--- config.mk ---
export PLATFORM = sky130hd
export DESIGN_NAME = servo_pwm_capture
export DESIGN_NICKNAME = d
export VERILOG_FILES = /design/src/rtl/servo_pwm_capture.sv
export SDC_FILE = /design/constraint.sdc
export NUM_CORES = 1
export LEC_CHECK = 0
export ABC_AREA = 1
export BUFFER_PORTS_ARGS = -buffer_cell sky130_fd_sc_hd__buf_2
export CORE_UTILIZATION = 59
export DETAILED_ROUTE_END_ITERATION = 16
export PLACE_DENSITY = 0.82
export SLEW_MARGIN = 20
export SYNTH_ARGS = -nofsm -noshare
export SYNTH_HDL_FRONTEND = slang
export SYNTH_SLANG_ARGS = --single-unit
--- constraint.sdc ---
create_clock -name clock -period 2.6 [get_ports clock]
set_clock_uncertainty 0.2 [all_clocks]
set_input_delay 0.26 -clock clock [delete_from_list [all_inputs] [get_ports clock]]
set_output_delay 0.26 -clock clock [all_outputs]
set_load 0.1 [all_outputs]
--- src/rtl/servo_pwm_capture.sv ---
// Servo PWM receiver: measures high time and rise-to-rise period in microseconds and decodes
// a clamped position offset. Define GLITCH_FILTER_EN to insert a FILTER_LEN-sample glitch filter.
module servo_pwm_capture #(
  parameter int unsigned CLK_FREQ_HZ  = 50_000_000,
  parameter int unsigned MIN_PULSE_US = 500,
  parameter int unsigned MAX_PULSE_US = 2500,
  parameter int unsigned TIMEOUT_US   = 25000,
  parameter int unsigned FILTER_LEN   = 4
) (
  input  logic        clock,
  input  logic        reset,
  input  logic        enable,
  input  logic        pwm_in,
  output logic [15:0] pulse_us,
  output logic [15:0] period_us,
  output logic [11:0] pos_offset_us,
  output logic        sample_valid,
  output logic        range_err,
  output logic        timeout
);

  localparam int unsigned CLKS_PER_US = CLK_FREQ_HZ / 1_000_000;
  localparam int unsigned PW = (CLKS_PER_US > 1) ? $clog2(CLKS_PER_US) : 1;
  localparam logic [PW-1:0] PRE_MAX = PW'(CLKS_PER_US - 1);
  localparam logic [15:0] MIN_US = 16'(MIN_PULSE_US);
  localparam logic [15:0] MAX_US = 16'(MAX_PULSE_US);
  localparam logic [15:0] TO_US  = 16'(TIMEOUT_US);

  typedef enum logic [1:0] {StSeek, StArm, StHigh, StLow} state_e;

  state_e        state_q;
  logic [1:0]    sync_q;
  logic          level;
  logic          pwm_q, pwm_prev_q;
  logic          rise, fall;
  logic [PW-1:0] wp_q, pp_q;
  logic [15:0]   w_q, p_q, lw_q;
  logic          wp_wrap, pp_wrap;
  logic [15:0]   w_inc, p_inc;
  logic [15:0]   clamped, offset_full;

  function automatic logic [15:0] sat_inc(input logic [15:0] v);
    return (v == 16'hFFFF) ? v : v + 16'd1;
  endfunction

  // Sync chain resets high so a pulse in flight at reset never looks like a fresh rising edge.
  always_ff @(posedge clock) begin
    if (reset) sync_q <= 2'b11;
    else       sync_q <= {sync_q[0], pwm_in};
  end

`ifdef GLITCH_FILTER_EN
  localparam int unsigned FW = $clog2(FILTER_LEN + 1);
  logic [FW-1:0] filt_cnt_q;
  logic          filt_q;

  always_ff @(posedge clock) begin
    if (reset) begin
      filt_q     <= 1'b1;
      filt_cnt_q <= '0;
    end else if (sync_q[1] == filt_q) begin
      filt_cnt_q <= '0;
    end else if (filt_cnt_q == FW'(FILTER_LEN - 1)) begin
      filt_q     <= sync_q[1];
      filt_cnt_q <= '0;
    end else begin
      filt_cnt_q <= filt_cnt_q + FW'(1);
    end
  end

  assign level = filt_q;
`else
  logic unused_filter_len;
  assign unused_filter_len = (FILTER_LEN == 0);
  assign level = sync_q[1];
`endif

  always_ff @(posedge clock) begin
    if (reset) begin
      pwm_q      <= 1'b1;
      pwm_prev_q <= 1'b1;
    end else begin
      pwm_q      <= level;
      pwm_prev_q <= pwm_q;
    end
  end

  assign rise    = pwm_q & ~pwm_prev_q;
  assign fall    = ~pwm_q & pwm_prev_q;
  assign wp_wrap = (wp_q == PRE_MAX);
  assign pp_wrap = (pp_q == PRE_MAX);
  assign w_inc   = wp_wrap ? sat_inc(w_q) : w_q;
  assign p_inc   = pp_wrap ? sat_inc(p_q) : p_q;

  always_comb begin
    clamped = lw_q;
    if (lw_q < MIN_US)      clamped = MIN_US;
    else if (lw_q > MAX_US) clamped = MAX_US;
    offset_full = clamped - MIN_US;
  end

  always_ff @(posedge clock) begin
    if (reset) begin
      state_q       <= StSeek;
      wp_q          <= '0;
      pp_q          <= '0;
      w_q           <= '0;
      p_q           <= '0;
      lw_q          <= '0;
      pulse_us      <= '0;
      period_us     <= '0;
      pos_offset_us <= '0;
      sample_valid  <= 1'b0;
      range_err     <= 1'b0;
      timeout       <= 1'b0;
    end else begin
      sample_valid <= 1'b0;

      // Width counter doubles as the per-phase timer since it restarts on every edge.
      if (!enable || state_q == StSeek) begin
        wp_q <= '0;
        pp_q <= '0;
        w_q  <= '0;
        p_q  <= '0;
      end else begin
        wp_q <= (rise || fall || wp_wrap) ? '0 : wp_q + PW'(1);
        w_q  <= (rise || fall) ? '0 : w_inc;
        pp_q <= (rise || pp_wrap) ? '0 : pp_q + PW'(1);
        p_q  <= rise ? '0 : p_inc;
      end

      if (!enable) begin
        state_q <= StSeek;
      end else begin
        unique case (state_q)
          StSeek: if (!pwm_q) state_q <= StArm;
          StArm:  if (rise) state_q <= StHigh;
          StHigh: begin
            if (w_q >= TO_US) begin
              timeout <= 1'b1;
              state_q <= StSeek;
            end else if (fall) begin
              lw_q    <= w_inc;
              state_q <= StLow;
            end
          end
          StLow: begin
            if (w_q >= TO_US) begin
              timeout <= 1'b1;
              state_q <= StSeek;
            end else if (rise) begin
              pulse_us      <= lw_q;
              period_us     <= p_inc;
              pos_offset_us <= offset_full[11:0];
              range_err     <= (lw_q < MIN_US) || (lw_q > MAX_US);
              timeout       <= 1'b0;
              sample_valid  <= 1'b1;
              state_q       <= StHigh;
            end
          end
          default: state_q <= StSeek;
        endcase
      end
    end
  end

endmodule
==> out/metrics.csv, run 1 <==
stage;metric;value;unit
route;Via density;5.334;
placed_design;dpl cell area;5515;sq um
route;DRT Pass-1 Iters;5;
pwr;Max VDD drop;0.6323;mV
worst_hold_path;Worst Hold Class;register to register;
route;detailed-route via count;4795;
global_route;initial antenna violation count;0;
die;effective utilization at floorplan;62.13;%
die;io pins;51;
setup_path;Setup crit end kind;register;
die;core area;8382;sq um
route;Metal-1 WL;4921;microns
placed_design;placed wire-length estimate;8032;microns
placed_design;Port Buffers;50;
sta;RSZ-0062 raised after global routing;no;
setup_path;worst stage delay on the critical path;0.33;ns
clock_network;Clock Pin Slew Worst Setup and Hold Paths;0.06;ns
synth;Synth Cell Area;5207;sq um
layout;Final Cell Area;6092;sq um
route;Antenna Violating Nets Remaining;0;
synth;Yosys cell types;40;
clock_network;Worst-Skew Late Latency;0.52;ns
layout;Layout Area Growth over Synthesis;16.99;%
clock_network;TritonCTS clock tree;done;
global_route;gr usage total;28.00;%
clock_network;H-tree Lvls;4;
layout;Antenna Cells;0;
synth;Post-synth top cells;nand2_1 (149), dfxtp_1 (113), nor2_1 (103);
die;FP Rows;33;
route;routed len/inst;12.96;microns
setup_path;WP buf/inv;3;
synth;Synth top area share;43.44;%
global_route;vias in the first global route;4548;
global_route;first-pass GRT wire length;19900;microns
sta;fmax;435.9;MHz
route;Iter 0 DRT Violations;267;
pwr;power density over the cells;622.5;nW/um^2
synth;Async SR Flop Fraction;0;%
setup_path;WS Path Type;register to register;
synth;Post-Syn Nets;738;
die;full die area;9206;sq um
die;die height;95.95;microns
synth;count leader, synth;nand2_1;
synth;FF+latch count, synth;113;
global_route;largest net degree at the start of global routing;72;
synth;EDFF count, synth;0;
sta;max-slew violations;0;
sta;Setup-failing EPs final;0;
setup_path;Crit path max-delay family;simple AND/OR/NAND/NOR gates;
layout;layout cells sized above 1;13.98;%
sta;Worst Max-Slew Pin Slew;0.5035;ns
clock_network;TritonCTS buffer count;17;
sta;final period demand of the worst path;2.294;ns
clock_network;Max clock buf depth;2;
synth;Syn. warnings;0;
route;DR top layer;met4;
sta;final-report hold violation count;0;
sta;Final Cycle Share;88.24;%
clock_network;TritonCTS Sinks;113;
job;maxcap violations;0;
route;routed wl met3;626;microns
synth;top cell type by total area after synthesis;dfxtp_1;
pwr;Leak;2.734;nW
setup_path;CP max FO;7;
synth;Top FF cell, synth;dfxtp_1;
setup_path;CP cell instances;inv_1 > nand2_1 > nor3_1 > nand2_1 > nand2_2 > nor2_1 > ha_1 > inv_1 > nand2_1 > nor2_4 > nand3_2 > nand3_1 > nand3_1 > nand2_1 > inv_1;
run_status;status;completed;
clock_network;CTS Root Cell;clkbuf_8;
global_route;GRT overflow;0;
setup_path;startpoint types;register;
setup_path;cell mode on critical path;nand2_1;
setup_path;CP Data Required Time;2.81;ns
route;DRC viols;0;
setup_path;Slowest cell on crit path;dfxtp_1;
setup_path;Worst EP arrival;2.51;ns
route;Routed met2 length;5935;microns
sta;Slew Limit Headroom;66.66;%
placed_design;RD Place Congestion;0.9344;
pwr;Design Power;3.792;mW
synth;synthesized netlist cell count;724;
layout;layout net count;795;
synth;synth top area cells;dfxtp_1 (43%), nand2_1 (11%), nor2_1 (7.4%);
synth;sequential share of the synthesized area;43.44;%
sta;setup total negative slack;0;ns
synth;Mapped Avg Cell Area;7.193;sq um
die;die width;95.95;microns
route;DRT Wirelength;11650;microns
==> cells in the final DEF (no fill, tap or decap), types with 2 or more instances in the layout <==
cell type and instances:
a21oi_1 46, nand2_2 3, nor2_4 2, and2_1 5
nand3_2 3, or2_2 4, a21oi_2 2, ha_1 10
clkinv_4 4, clkbuf_8 3, o21a_1 8, inv_1 94
nor2_2 4, nand3_1 49, dlygate4sd3_1 3, nand4_1 9
buf_4 3, nor2_1 101, xor2_1 19, nor3b_1 2
xnor2_1 5, dfxtp_1 113, o21ai_0 44, clkinv_2 5
nor3_1 11, inv_2 3, o211ai_1 6, o21ai_1 2
clkinvlp_4 4, nand2_1 148, clkbuf_16 16, nor4_1 2
buf_2 50
==> layout make-up <==
| class | count | area, sq um |
|---|---|---|
| Inverter | 98 | 367.9 |
| Tap cell | 105 | 131.4 |
| Fill cell | 683 | 2290 |
| Timing Repair Buffer | 57 | 322.8 |
| Clock inverter | 13 | 90.09 |
| Multi-Input combinational cell | 494 | 2476 |
| Clock buffer | 19 | 441.7 |
| Sequential cell | 113 | 2262 |
==> metal layers <==
metal / vias to the layer above / track usage, %
li1: 2423 / -
met1: 2211 / 31.13
met2: 139 / 50.30
met3: 22 / 7.267
met4: 0 / 11.94
met5: - / 0
==> timing repair <==
action / 4_1_cts / 5_1_grt
endpoints found under the hold margin: 18 / 0
buffers inserted: 0 / 1
resized for setup: 0 / 3
hold buffers: 3 / 0
setup endpoints to repair: 0 / 2
==> sequential cells by signal, indices dropped and copies added (netlist names), 2 cells and up <==
| register | flops |
|---|---|
| pp_q | 6 |
| sync_q | 2 |
| wp_q | 6 |
| lw_q | 16 |
| period_us | 16 |
| pos_offset_us | 12 |
| w_q | 16 |
| state_q | 2 |
| pulse_us | 16 |
| p_q | 16 |
==> logic make-up after synthesis <==
logic type,synth area share (%)
AND/OR/NAND/NOR,29.50
buffers and inverters,9.154
flip-flops,43.44
adder cells (fa/ha/maj),2.403
XOR/XNOR,4.036
AO/OA/AOI/OAI,11.46
==> where the power goes <==
part | internal (mW) | switching, mW | leakage [nW]
logic | 0.0109 | 0.0222 | 1.57
clock network | 1.21 | 0.810 | 0.255
registers | 1.73 | 0.00131 | 0.910
total | 2.96 | 0.834 | 2.73
==> path summary, 6_finish.rpt <==
kind	startpoint	end	slack, ns	cells past startpoint
max	lw_q[9]$_SDFFE_PP0P_	pos_offset_us[10]$_SDFFE_PP0P_	0.31	15
max reg2reg	lw_q[9]$_SDFFE_PP0P_	pos_offset_us[10]$_SDFFE_PP0P_	0.31	15
min reg2reg	sync_q[1]$_SDFF_PP1_	pwm_q$_SDFF_PP1_	0.21	1
min	sync_q[1]$_SDFF_PP1_	pwm_q$_SDFF_PP1_	0.21	1
==> through the flow <==
step / std cells / setup slack, ns / util (%) / hold slack, ns
after global placement: 863 / 0.3126 / 65.80 / 0.1965
after floorplan: 724 / 0.4686 / - / 0.1638
final: 899 / 0.3058 / 72.68 / 0.2081
after global routing: 899 / 0.04248 / 72.68 / 0.2274
after detailed placement: 863 / 0.1618 / 65.80 / 0.1960
after CTS: 898 / 0.1559 / 72.50 / 0.2081
(Power assumes the default switching activity.)
==> inputs of run 2 (changes only) <==
CORE_MARGIN = 2   (was not set)
REMOVE_ABC_BUFFERS = 1   (was not set)
==> run 2 against run 1 <==
Non-clock buffer count grew 2. Setup slack lost 0.043 ns. Sequential power is essentially flat. Wire length shrank 1.4%. Largest cell class unchanged. Highest routed layer unchanged.
==> out/metrics.csv, run 2 (synthesis gave the netlist of run 1 again) <==
stage;metric;value;unit;change
clock_network;Max clock buf depth;2;;unchanged
die;io pins;51;;unchanged
layout;Final Util;70.99;%;-1.7 points
sta;final period demand of the worst path;2.337;ns;+0.04289 ns
route;routed len/inst;12.76;microns;-1.6%
global_route;GRT overflow;0;;unchanged
sta;Final Cycle Share;89.89;%;+1.6 points
setup_path;startpoint types;register;;
sta;max-slew violations;0;;unchanged
clock_network;TritonCTS Sinks;113;;unchanged
global_route;vias in the first global route;4581;;+0.73%
setup_path;Worst EP arrival;2.57;ns;+0.06 ns
route;DRT Wirelength;11490;microns;-1.4%
route;DRC viols;0;;unchanged
placed_design;placed wire-length estimate;7900;microns;-1.6%
placed_design;Port Buffers;50;;unchanged
run_status;status;completed;;
pwr;Design Power;3.937;mW;+3.8%
layout;layout cells sized above 1;13.62;%;-0.36 points
route;Iter 0 DRT Violations;258;;-3.4%
clock_network;TritonCTS clock tree;done;;
layout;Antenna Cells;0;;unchanged
die;die height;97.95;microns;+2.1%
pwr;Max VDD drop;0.4968;mV;-21%
pwr;Logic pwr share;0.9;%;about the same
sta;final-report hold violation count;0;;unchanged
setup_path;CP max FO;6;;-1
die;full die area;9594;sq um;+4.2%
sta;Hold WS;0.2292;ns;+0.02102 ns
layout;most common cell after layout, fill and taps aside;nand2_1;;
setup_path;WS Path Type;register to register;;
route;Antenna Violating Nets Remaining;0;;unchanged
route;detailed-route via count;4778;;-0.35%
layout;layout net count;797;;+0.25%
layout;Non-Filler Instances;901;;+0.22%
route;Metal-1 WL;4985;microns;+1.3%
global_route;largest net degree at the start of global routing;72;;unchanged
worst_hold_path;Worst Hold Class;register to register;;
die;die width;97.95;microns;+2.1%
placed_design;dpl cell area;5527;sq um;+0.20%
job;maxcap violations;0;;unchanged
layout;Final Cell Area;6131;sq um;+0.64%
placed_design;RD Place Congestion;0.9540;;+2.1%
clock_network;CTS Root Cell;clkbuf_8;;
pwr;Leak;2.762;nW;+1.0%
setup_path;CP Data Required Time;2.83;ns;+0.02 ns
route;DRT Pass-1 Iters;6;;+1
route;routed wl met3;485;microns;-23%
die;core area;8636;sq um;+3.0%
pwr;Clock power frac;54.9;%;+1.6 points
route;Via density;5.303;;-0.58%
pwr;sequential share of power;44.1;%;-1.7 points
route;Routed met2 length;5857;microns;-1.3%
placed_design;Post-Place Cells;867;;+0.46%
die;FP Rows;34;;+3.0%
sta;Setup-failing EPs final;0;;unchanged
layout;most frequent cells in the layout;nand2_1 (148), dfxtp_1 (112), nor2_1 (101);;
pwr;Net Sw Frac;19.73;%;-2.3 points
sta;Slew Limit Headroom;67.31;%;+0.65 points
pwr;P_sw;776.8;uW;-6.8%
clock_network;H-tree Lvls;4;;unchanged
pwr;design internal power;3.160;mW;+6.8%
clock_network;TritonCTS buffer count;17;;unchanged
layout;Layout Area Growth over Synthesis;17.73;%;
sta;fmax;427.9;MHz;-1.8%
setup_path;Setup crit end kind;register;;
sta;Worst Max-Slew Pin Slew;0.4937;ns;-0.009863 ns
clock_network;Clock Pin Slew Worst Setup and Hold Paths;0.06;ns;about the same
global_route;gr usage total;25.50;%;-2.5 points
pwr;power density over the cells;642.1;nW/um^2;+3.2%
global_route;first-pass GRT wire length;19980;microns;+0.38%
die;effective utilization at floorplan;60.30;%;-1.8 points
clock_network;Worst-Skew Late Latency;0.52;ns;about the same
global_route;initial antenna violation count;0;;unchanged
route;DR top layer;met4;;
## run 2: layout make-up
type | instances | area (sq um)
clock inverters | 7 | 85.08
fillers | 689 | 2505
well taps | 108 | 135.1
repair buffers | 59 | 340.3
multi-input cells | 494 | 2476
clock buffers | 22 | 462.9
inverters | 98 | 367.9
flip-flops and latches | 113 | 2263
## run 2: final timing paths
check                         from                        endpoint  slack (ns)  cells past startpoint
max reg2reg  lw_q[12]$_SDFFE_PP0P_  pos_offset_us[10]$_SDFFE_PP0P_        0.26                     17
min reg2reg   sync_q[0]$_SDFF_PP1_            sync_q[1]$_SDFF_PP1_        0.23                      1
max          lw_q[12]$_SDFFE_PP0P_  pos_offset_us[10]$_SDFFE_PP0P_        0.26                     17
min           sync_q[0]$_SDFF_PP1_            sync_q[1]$_SDFF_PP1_        0.23                      1
## run 2: metal layers
metal	vias up	track usage (%)
li1	2430	-
met1	2201	29.54
met2	126	45.73
met3	21	6.729
met4	0	8.333
met5	-	0
## run 2: what timing repair did
item	CTS	global route
endpoints found under the setup margin	0	1
hold buffers	4	0
endpoints found under the hold margin	15	0
resized for setup	0	4
setup buffers	0	1
## run 2: worst max-delay path, stage by stage (launching register included)
cell	delay, ns
dfxtp_1	0.33
nor2_1	0.14
nand2_1	0.11
nor2_2	0.16
nand2_1	0.08
nand2_2	0.11
nand2_1	0.13
nor2_1	0.20
ha_1	0.21
inv_1	0.05
nand2_1	0.12
nor2_4	0.05
nand3_2	0.07
nand2_1	0.05
nand2_1	0.06
nand3_1	0.06
nand2_1	0.07
inv_1	0.03
## run 2: power by group through the flow
stage               clock, mW  sequential, mW  combinational (mW)
finish                   2.16            1.74              0.0365
global route             2.27            1.74              0.0403
CTS                      2.18            1.74              0.0365
detailed placement          0            1.77              0.0322
global placement            0            1.77              0.0314
floorplan                   0            1.77              0.0158
## run 2: stage by stage
stage	worst slack (ns)	setup TNS [ns]
floorplan	-0.1327	-2.016
global placement	0.2894	0
detailed placement	0.2368	0
CTS	0.2127	0
global route	-0.005548	-0.005548
finish	0.2629	0
==> inputs of run 3 (changes only) <==
SETUP_SLACK_MARGIN = 0.4   (was not set)
==> run 3 against run 2 <==
Via count grew 2.4%. Final area grew 2.9%. Die area is the same. Utilization grew 2.0 points. Hold slack lost 0.0014 ns. Sequential cell count is the same. Sequential power is essentially flat. Global-route usage grew 0.15 points. Setup slack gained 0.20 ns. Maximum frequency grew 9.4%. Largest cell class unchanged.
==> out/metrics.csv, run 3 (synthesis gave the netlist of run 1 again) <==
stage;metric;value;unit;change
run_status;status;completed;;
placed_design;dpl cell area;5527;sq um;unchanged
die;effective utilization at floorplan;60.30;%;unchanged
layout;layout net count;806;;+1.1%
job;maxcap violations;0;;unchanged
pwr;sequential share of power;44.0;%;about the same
setup_path;CP Data Required Time;2.83;ns;about the same
route;DRT Wirelength;12210;microns;+6.2%
layout;Fillers;653;;-5.2%
clock_network;TritonCTS clock tree;done;;
die;die height;97.95;microns;unchanged
sta;Final WS setup;0.4645;ns;+0.2015 ns
layout;most common cell after layout, fill and taps aside;nand2_1;;
placed_design;placed wire-length estimate;7900;microns;unchanged
layout;Layout Area Growth over Synthesis;21.10;%;
route;routed len/inst;13.41;microns;+5.1%
pwr;power density over the cells;625.9;nW/um^2;-2.5%
die;io pins;51;;unchanged
global_route;initial antenna violation count;0;;unchanged
route;Antenna Violating Nets Remaining;0;;unchanged
setup_path;startpoint types;register;;
sta;max-slew violations;0;;unchanged
route;Iter 0 DRT Violations;291;;+13%
sta;Worst Max-Slew Pin Slew;0.4933;ns;-0.0003676 ns
layout;Seq. cell area;2272;sq um;+0.39%
layout;Non-Filler Instances;910;;+1.0%
setup_path;Setup crit end kind;register;;
sta;Final Cycle Share;82.14;%;-7.8 points
layout;Antenna Cells;0;;unchanged
layout;Final Cell Area;6306;sq um;+2.9%
layout;layout cells sized above 1;18.33;%;+4.7 points
pwr;Logic pwr share;0.9;%;about the same
placed_design;Port Buffers;50;;unchanged
placed_design;worst slack, placed;0.2368;ns;unchanged
global_route;gr usage total;25.65;%;+0.15 points
setup_path;WS Path Type;register to register;;
setup_path;cell mode on critical path;nand2_1;;
pwr;Clock power frac;55.1;%;+0.2 points
placed_design;RD Place Congestion;0.9540;;unchanged
pwr;P_sw;786.8;uW;+1.3%
setup_path;Worst EP arrival;2.37;ns;-0.20 ns
placed_design;Post-Place Cells;867;;unchanged
pwr;Net Sw Frac;19.94;%;+0.20 points
die;die width;97.95;microns;unchanged
die;full die area;9594;sq um;unchanged
setup_path;CP cell instances;nor2_4 > nand3_1 > nor2_2 > nand2_1 > nand2_2 > nand2_4 > inv_2 > nand2_1 > ha_2 > inv_2 > nand2_2 > nor2_4 > nand3_2 > nand3_2 > nand3_1 > nand2_1 > inv_1;;
route;DRC viols;0;;unchanged
clock_network;TritonCTS buffer count;17;;unchanged
sta;final period demand of the worst path;2.136;ns;-0.2015 ns
route;Via density;5.379;;+1.4%
clock_network;Worst-Skew Late Latency;0.53;ns;about the same
sta;final-report hold violation count;0;;unchanged
global_route;first-pass GRT wire length;20090;microns;+0.59%
worst_hold_path;Worst Hold Class;register to register;;
layout;most frequent cells in the layout;nand2_1 (142), dfxtp_1 (105), nor2_1 (92);;
clock_network;Clock Pin Slew Worst Setup and Hold Paths;0.06;ns;about the same
clock_network;Max clock buf depth;2;;unchanged
global_route;largest net degree at the start of global routing;72;;unchanged
layout;Multi-input gate area;2569;sq um;+3.7%
global_route;vias in the first global route;4605;;+0.52%
clock_network;CTS Root Cell;clkbuf_8;;
clock_network;H-tree Lvls;4;;unchanged
setup_path;worst stage delay on the critical path;0.34;ns;about the same
sta;Setup-failing EPs final;0;;unchanged
pwr;design internal power;3.160;mW;about the same
route;DRT Pass-1 Iters;5;;-1
sta;fmax;468.3;MHz;+9.4%
sta;Slew Limit Headroom;67.34;%;about the same
global_route;GRT overflow;0;;unchanged
setup_path;Slowest cell on crit path;dfxtp_2;;
clock_network;TritonCTS Sinks;113;;unchanged
pwr;Leak;2.819;nW;+2.1%
die;core area;8636;sq um;unchanged
sta;RSZ-0062 raised after global routing;yes;;
pwr;Max VDD drop;0.4908;mV;-1.2%
setup_path;CP max FO;4;;-2
route;detailed-route via count;4895;;+2.4%
die;FP Rows;34;;unchanged
[run 3: through the flow]
step	setup TNS (ns)	util, %	total power [mW]	hold slack (ns)
2_1_floorplan	-2.016	-	1.789	0.1291
3_3_place_gp	0	64.00	1.805	0.1959
3_5_place_dp	0	64.00	1.806	0.2162
4_1_cts	0	71.18	3.955	0.2317
5_1_grt	0	73.02	4.044	0.2452
6_report	0	73.02	3.947	0.2278
[run 3: final timing paths]
| path | start | endpoint | slack [ns] | cells past startpoint |
|---|---|---|---|---|
| worst min-delay path | sync_q[0]$_SDFF_PP1_ | sync_q[1]$_SDFF_PP1_ | 0.23 | 1 |
| worst min register to register | sync_q[0]$_SDFF_PP1_ | sync_q[1]$_SDFF_PP1_ | 0.23 | 1 |
| worst max register to register | lw_q[12]$_SDFFE_PP0P_ | pos_offset_us[10]$_SDFFE_PP0P_ | 0.46 | 17 |
| worst max-delay path | lw_q[12]$_SDFFE_PP0P_ | pos_offset_us[10]$_SDFFE_PP0P_ | 0.46 | 17 |
[run 3: power groups by stage]
| stage | Clock, mW | Combinational, mW | Sequential [mW] |
|---|---|---|---|
| 2_1_floorplan | 0 | 0.0158 | 1.77 |
| 3_3_place_gp | 0 | 0.0314 | 1.77 |
| 3_5_place_dp | 0 | 0.0322 | 1.77 |
| 4_1_cts | 2.18 | 0.0366 | 1.74 |
| 5_1_grt | 2.27 | 0.0403 | 1.74 |
| 6_report | 2.17 | 0.0368 | 1.74 |
[run 3: per-layer routing]
layer  up-vias  GRT usage [%]  wire, microns
li1       2448              -              -
met1      2285          29.72           5154
met2       137          45.89           6235
met3        25          6.800            621
met4         0          8.547            195
met5         -              0              0
[run 3: area by class of cell]
| type | instances | area share, % |
|---|---|---|
| Inverter | 98 | 5.933 |
| Clock buffer | 22 | 7.341 |
| Sequential cell | 113 | 36.03 |
| Clock inverter | 7 | 1.349 |
| Tap cell | 108 | 2.143 |
| Timing Repair Buffer | 68 | 6.468 |
| Multi-Input combinational cell | 494 | 40.73 |
[run 3: critical path: cells and delay by family, from the launching register on]
kind	cells	cell delay (ns)
AND/OR/NAND/NOR	13	1.16
adder cells (fa/ha/maj)	1	0.19
flip-flops	1	0.34
buffers and inverters	3	0.15
[run 3: repair_timing]
| item | in CTS | in global routing |
|---|---|---|
| setup endpoints to repair | 3 | 51 |
| gates resized for setup | 4 | 39 |
| pin swaps | 4 | 14 |
| buffers inserted | 3 | 7 |
| hold endpoints to repair | 15 | 0 |
| hold buffers | 4 | 0 |
